### config.mk
export PLATFORM = sky130hd
export DESIGN_NAME = div_seq_ctrl
export DESIGN_NICKNAME = d
export VERILOG_FILES = /design/src/rtl/div_pkg.sv /design/src/rtl/div_seq_ctrl_div_step.sv /design/src/rtl/div_seq_ctrl.sv
export SDC_FILE = /design/constraint.sdc
export NUM_CORES = 1
export LEC_CHECK = 0
export CAP_MARGIN = 20
export CORE_MARGIN = 8
export CORE_UTILIZATION = 35
export DETAILED_ROUTE_END_ITERATION = 6
export DONT_BUFFER_PORTS = 1
export SLEW_MARGIN = 20
export SYNTH_ARGS = -nofsm -noshare
export SYNTH_HDL_FRONTEND = slang
export SYNTH_HIERARCHICAL = 1
export SYNTH_SLANG_ARGS = --single-unit
### constraint.sdc
create_clock -name clk -period 10.9 [get_ports clk]
set_clock_uncertainty 0.2 [all_clocks]
set_input_delay 1.09 -clock clk [delete_from_list [all_inputs] [get_ports clk]]
set_output_delay 1.09 -clock clk [all_outputs]
set_load 0.01 [all_outputs]
### src/rtl/div_pkg.sv
// Shared definitions for the sequential divide controller: operand width,
// the divide-by-zero quotient pattern and the controller state encoding.
package div_pkg;

    // Default operand / result width of the shared divide unit.
    localparam int DIV_WIDTH = 32;

    // Quotient reported when the divisor is zero (all ones).
    localparam logic [DIV_WIDTH-1:0] DIV_ZERO_QUOT = {DIV_WIDTH{1'b1}};

    // Controller states.
    typedef enum logic [1:0] {
        IDLE = 2'd0,
        RUN  = 2'd1,
        FIX  = 2'd2
    } div_state_e;

endpackage

### src/rtl/div_seq_ctrl_div_step.sv
// One restoring shift-subtract step: shift {rem, quo} left by one, try to
// subtract the divisor magnitude from the widened partial remainder, keep
// the difference and set the quotient LSB when it does not go negative.
module div_step #(
    parameter int WIDTH = 32
) (
    input  logic [WIDTH-1:0] rem_i,
    input  logic [WIDTH-1:0] quo_i,
    input  logic [WIDTH-1:0] dmag_i,
    output logic [WIDTH-1:0] rem_o,
    output logic [WIDTH-1:0] quo_o
);

    logic [WIDTH:0] rem_sh_s;
    logic [WIDTH:0] trial_s;

    // Trial subtraction at WIDTH+1 bits; the top bit is the borrow/sign.
    always_comb begin
        rem_sh_s = {rem_i, quo_i[WIDTH-1]};
        trial_s  = rem_sh_s - {1'b0, dmag_i};
        rem_o    = rem_sh_s[WIDTH-1:0];
        quo_o    = {quo_i[WIDTH-2:0], 1'b0};
        if (trial_s[WIDTH] == 1'b0) begin
            rem_o = trial_s[WIDTH-1:0];
            quo_o = {quo_i[WIDTH-2:0], 1'b1};
        end else begin
            rem_o = rem_sh_s[WIDTH-1:0];
            quo_o = {quo_i[WIDTH-2:0], 1'b0};
        end
    end

endmodule

### src/rtl/div_seq_ctrl.sv
// Multi-cycle sequencer for the shared DIV/DIVU unit. Operands are reduced
// to magnitudes at start, a restoring divider produces one quotient bit per
// cycle, and a final cycle restores the signs. A zero divisor is answered
// immediately from IDLE without ever raising busy.
module div_seq_ctrl
    import div_pkg::*;
#(
    parameter int WIDTH = DIV_WIDTH
) (
    input  logic             clk,
    input  logic             rst,
    input  logic             start,
    input  logic             is_signed,
    input  logic [WIDTH-1:0] dividend,
    input  logic [WIDTH-1:0] divisor,
    output logic             busy,
    output logic             done,
    output logic [WIDTH-1:0] quotient,
    output logic [WIDTH-1:0] remainder,
    output logic             div_zero
);

    localparam int CNT_W = (WIDTH > 1) ? $clog2(WIDTH) : 1;

    // Two's-complement negate when en is set.
    function automatic logic [WIDTH-1:0] cond_neg(input logic [WIDTH-1:0] v,
                                                  input logic en);
        logic [WIDTH-1:0] r;
        if (en) begin
            r = (~v) + WIDTH'(1'b1);
        end else begin
            r = v;
        end
        return r;
    endfunction

    div_state_e       state_q;
    logic [CNT_W-1:0] cnt_q;
    logic             sgn_q;
    logic             neg_a_q;
    logic             neg_b_q;
    logic [WIDTH-1:0] rem_q;
    logic [WIDTH-1:0] quo_q;
    logic [WIDTH-1:0] dmag_q;
    logic             busy_q;
    logic             done_q;
    logic [WIDTH-1:0] quot_out_q;
    logic [WIDTH-1:0] rem_out_q;
    logic             dz_q;

    logic             divisor_zero_s;
    logic             a_neg_s;
    logic             b_neg_s;
    logic [WIDTH-1:0] a_mag_d;
    logic [WIDTH-1:0] b_mag_d;
    logic [WIDTH-1:0] rem_d;
    logic [WIDTH-1:0] quo_d;
    logic [WIDTH-1:0] quo_fix_d;
    logic [WIDTH-1:0] rem_fix_d;

    // Zero detect on the raw divisor; short-circuits the whole operation.
    assign divisor_zero_s = ~|divisor;

    // Operand magnitudes at start and sign restoration in the final cycle.
    always_comb begin
        a_neg_s   = is_signed & dividend[WIDTH-1];
        b_neg_s   = is_signed & divisor[WIDTH-1];
        a_mag_d   = cond_neg(dividend, a_neg_s);
        b_mag_d   = cond_neg(divisor, b_neg_s);
        quo_fix_d = cond_neg(quo_q, sgn_q & (neg_a_q ^ neg_b_q));
        rem_fix_d = cond_neg(rem_q, sgn_q & neg_a_q);
    end

    div_step #(
        .WIDTH (WIDTH)
    ) u_step (
        .rem_i  (rem_q),
        .quo_i  (quo_q),
        .dmag_i (dmag_q),
        .rem_o  (rem_d),
        .quo_o  (quo_d)
    );

    // Controller FSM with datapath registers and registered outputs.
    always_ff @(posedge clk or posedge rst) begin
        if (rst) begin
            state_q    <= IDLE;
            cnt_q      <= {CNT_W{1'b0}};
            sgn_q      <= 1'b0;
            neg_a_q    <= 1'b0;
            neg_b_q    <= 1'b0;
            rem_q      <= {WIDTH{1'b0}};
            quo_q      <= {WIDTH{1'b0}};
            dmag_q     <= {WIDTH{1'b0}};
            busy_q     <= 1'b0;
            done_q     <= 1'b0;
            quot_out_q <= {WIDTH{1'b0}};
            rem_out_q  <= {WIDTH{1'b0}};
            dz_q       <= 1'b0;
        end else begin
            case (state_q)
                IDLE: begin
                    done_q <= 1'b0;
                    busy_q <= 1'b0;
                    if (start) begin
                        if (divisor_zero_s) begin
                            // Answer at once; the replicated bit keeps the
                            // all-ones pattern correct for any WIDTH.
                            quot_out_q <= {WIDTH{DIV_ZERO_QUOT[0]}};
                            rem_out_q  <= dividend;
                            dz_q       <= 1'b1;
                            done_q     <= 1'b1;
                        end else begin
                            sgn_q   <= is_signed;
                            neg_a_q <= a_neg_s;
                            neg_b_q <= b_neg_s;
                            quo_q   <= a_mag_d;
                            dmag_q  <= b_mag_d;
                            rem_q   <= {WIDTH{1'b0}};
                            cnt_q   <= CNT_W'(WIDTH - 1);
                            busy_q  <= 1'b1;
                            state_q <= RUN;
                        end
                    end else begin
                        state_q <= IDLE;
                    end
                end
                RUN: begin
                    rem_q <= rem_d;
                    quo_q <= quo_d;
                    if (cnt_q == {CNT_W{1'b0}}) begin
                        state_q <= FIX;
                    end else begin
                        cnt_q <= cnt_q - CNT_W'(1'b1);
                    end
                end
                FIX: begin
                    quot_out_q <= quo_fix_d;
                    rem_out_q  <= rem_fix_d;
                    dz_q       <= 1'b0;
                    done_q     <= 1'b1;
                    busy_q     <= 1'b0;
                    state_q    <= IDLE;
                end
                default: begin
                    state_q <= IDLE;
                    busy_q  <= 1'b0;
                    done_q  <= 1'b0;
                end
            endcase
        end
    end

    assign busy      = busy_q;
    assign done      = done_q;
    assign quotient  = quot_out_q;
    assign remainder = rem_out_q;
    assign div_zero  = dz_q;

endmodule

==> out/metrics.cfg <==
[min_path]
min_from = dmag_q[13]$_DFFE_PP0P_
hold_end = dmag_q[13]$_DFFE_PP0P_
hp-class = reg -> reg
min_path_cells = 2

[critical_path]
worstPathMaxFanout = 24
crit_chain = inv_1 -> ha_1 -> fa_1 -> and2b_1 -> o2111ai_2 -> a21oi_2 -> o2111ai_1 -> a211oi_2 -> nor2_4 -> mux2i_4 -> and2_4 -> inv_8 -> mux2_4 -> a22o_1
rr_worst_depth = 14
r2r-start = quo_q[31]$_DFFE_PP0P_
cp-end-kind = flop
rrSetupSlack_ns = 6.86
crit-reg2reg-capture = rem_q[9]$_DFFE_PP0P_
required_ns = 11.03
crit_buf_inv = 2
slowest_stage = dfrtp_1
cp.arrival_ns = 4.17
startpoint_type = flop
worstSetupPathType = reg -> reg
cpPeakStageDelay_ns = 0.47
cp_top_family = compound AO/OA/AOI/OAI gates

[yosys]
synthFlopType = dfrtp_1
yosysUniqueCellTypes = 86
synth_nets = 1478
synth_largest_area_cell = dfrtp_1
synth-seq-cells = 173
synth_top_area_frac = 0.355
yosysWarnings = 6
ys_seq_area_frac = 0.355
async_reset_ff_frac = 1.00
syn_avg_cell_area_um2 = 8.88
synth_edf_count = 0
synth.area.top_cells = dfrtp_1 36%, xnor2_1 6.4%, a21oi_1 4.6%
syn_area_um2 = 12200
syn_inst = 1372

[place]
port_buffers = 0
dp_hpwl_um = 25700
gp_congestion = 0.868
dp.cells = 1738
place_area_um2 = 12200
place_ws_ns = 6.79

[cts]
htree_levels = 4
path_clk_slew_ns = 0.07
cts_buffer_depth = 2
cts_tree = done
cts_resized = 0
numCtsBuffers = 17
clock-sinks = 173
clk_latency_ns = 0.44
post-cts-setup-buffers = 0
holdBufCountCts = 0
cts_root_buf = clkbuf_16

[flow_run]
maxCapViolations = 0

[route]
antenna_left = 0
totalWireLength_um = 33400
drtIter0Drc = 603
vias = 9468
routedWlPerCell_um = 18.9
drcViolationCount = 0
drt_pass1_iterations = 5
vias_per_cell = 5.35

[sta]
timing.final.ws_setup_ns = 6.86
setup_violations = 0
fin_crit_sh = 0.370
finalHoldViolations = 0
slew_headroom = 0.404
max_freq_mhz = 248
min_period_ns = 4.04
rsz0062_at_grt = no
setup_tns_ns = 0
worstMarginPinSlew_ns = 0.894
maxSlewViolCount = 0

[power]
internal_power_mw = 2.59
ir_worst_vdd_mv = 0.173
p_sw_frac = 0.439
p_leak_nw = 5.03
pwr-share-seq = 0.289
comb_power_share = 0.576
p_per_area_nw_per_um2 = 360
p_clk_frac = 0.134
switching_power_mw = 2.03

[layout]
syn2layout_area_growth_pct = 5.18
final_core_util = 0.372
layout.cells.non_filler = 1769
mostFrequentLayoutCells = 173 x dfrtp_1, 133 x nand2_1, 111 x a21oi_1
final_common_cell = dfrtp_1
final_layout_size_suffix_gt1_frac = 0.0776
final_area_um2 = 12800
diodes = 0
nNetsFinal = 1408

[grt]
grt.overflow.total = 0
grt_max_degree = 95
grt_pass1_wl_um = 53100
antenna_found_initial = 0
track_usage = 0.162
grt_pass1_vias = 9229

[run_status]
outcome = finished, final reports clean

[die]
fp.dieH_um = 203
start_util = 0.354
boundaryPins = 135
die_w_um = 203
dieArea_um2 = 41000
core-area_um2 = 34500
row_count = 68

==> power groups by stage <==
stage	clock (mW)	sequential, mW	combinational (mW)
6_report	0.621	1.34	2.66
3_5_place_dp	0	1.35	2.64
4_1_cts	0.636	1.34	2.65
3_3_place_gp	0	1.34	2.60
2_1_floorplan	0	1.20	2.41
5_1_grt	0.659	1.38	2.95
==> worst reg2reg max path: stages (launching register included) <==
cell and delay [ns]:
dfrtp_1 0.47, inv_1 0.08, ha_1 0.23, fa_1 0.39, and2b_1 0.24, o2111ai_2 0.13
a21oi_2 0.20, o2111ai_1 0.24, a211oi_2 0.34, nor2_4 0.10, mux2i_4 0.34, and2_4 0.31
inv_8 0.12, mux2_4 0.32, a22o_1 0.21
==> kinds of logic after synthesis <==
| group | share of synthesized area |
|---|---|
| mux | 0.0719 |
| compound gates | 0.196 |
| buf+inv | 0.0697 |
| simple gates | 0.164 |
| xor+xnor | 0.104 |
| flops | 0.355 |
| fa+ha+maj | 0.0396 |
==> layer usage <==
| layer | global-route usage | share of wire |
|---|---|---|
| met1 | 0.219 | 0.46 |
| met2 | 0.257 | 0.46 |
| met3 | 0.0370 | 0.059 |
| met4 | 0.0433 | 0.017 |
| met5 | 0 | 0 |
==> registers in the layout, indices dropped and copies added (netlist names) <==
register   flops
quotient      32
neg_b_q        1
remainder     32
done           1
neg_a_q        1
rem_q         32
sgn_q          1
state_q        2
dmag_q        32
div_zero       1
cnt_q          5
quo_q         32
busy           1
==> cell type report <==
| class | instances | area (µm²) |
|---|---|---|
| Multi-Input combinational cell | 1046 | 7040 |
| Inverter | 55 | 219 |
| Timing Repair Buffer | 9 | 67.6 |
| Sequential cell | 173 | 4330 |
| Clock inverter | 12 | 136 |
| Fill cell | 3479 | 21600 |
| Clock buffer | 19 | 453 |
| Tap cell | 455 | 569 |
==> how the worst max path moves through the flow <==
| stage | from | endpoint | slack, ns | cells past startpoint |
|---|---|---|---|---|
| after floorplan | rst | busy$_DFFE_PP0N_ | 4.92 | 1 |
| after global routing | quo_q[31]$_DFFE_PP0P_ | rem_q[16]$_DFFE_PP0P_ | 6.68 | 14 |
| after global placement | divisor[4] | quo_q[31]$_DFFE_PP0P_ | 6.90 | 7 |
| final | quo_q[31]$_DFFE_PP0P_ | rem_q[9]$_DFFE_PP0P_ | 6.86 | 14 |
| after detailed placement | divisor[4] | quo_q[31]$_DFFE_PP0P_ | 6.79 | 7 |
| after CTS | quo_q[31]$_DFFE_PP0P_ | rem_q[25]$_DFFE_PP0P_ | 6.85 | 14 |
==> metrics by stage <==
stage | power, mW | hold WS (ns)
global route | 4.99 | 0.314
floorplan | 3.61 | 0.241
finish | 4.62 | 0.284
CTS | 4.62 | 0.291
detailed placement | 3.98 | 0.277
global placement | 3.93 | 0.268
==> synthesized netlist by cell type, drive strengths merged (33+ instances only) <==
| cell type | count |
|---|---|
| a21oi | 114 |
| nor3 | 42 |
| nand2 | 133 |
| mux2i | 51 |
| buf | 62 |
| xor2 | 55 |
| clkbuf | 34 |
| inv | 55 |
| ha | 37 |
| a22o | 33 |
| dfrtp | 173 |
| nor2 | 100 |
| xnor2 | 89 |
| o21ai | 124 |
(Power assumes the default switching activity.)
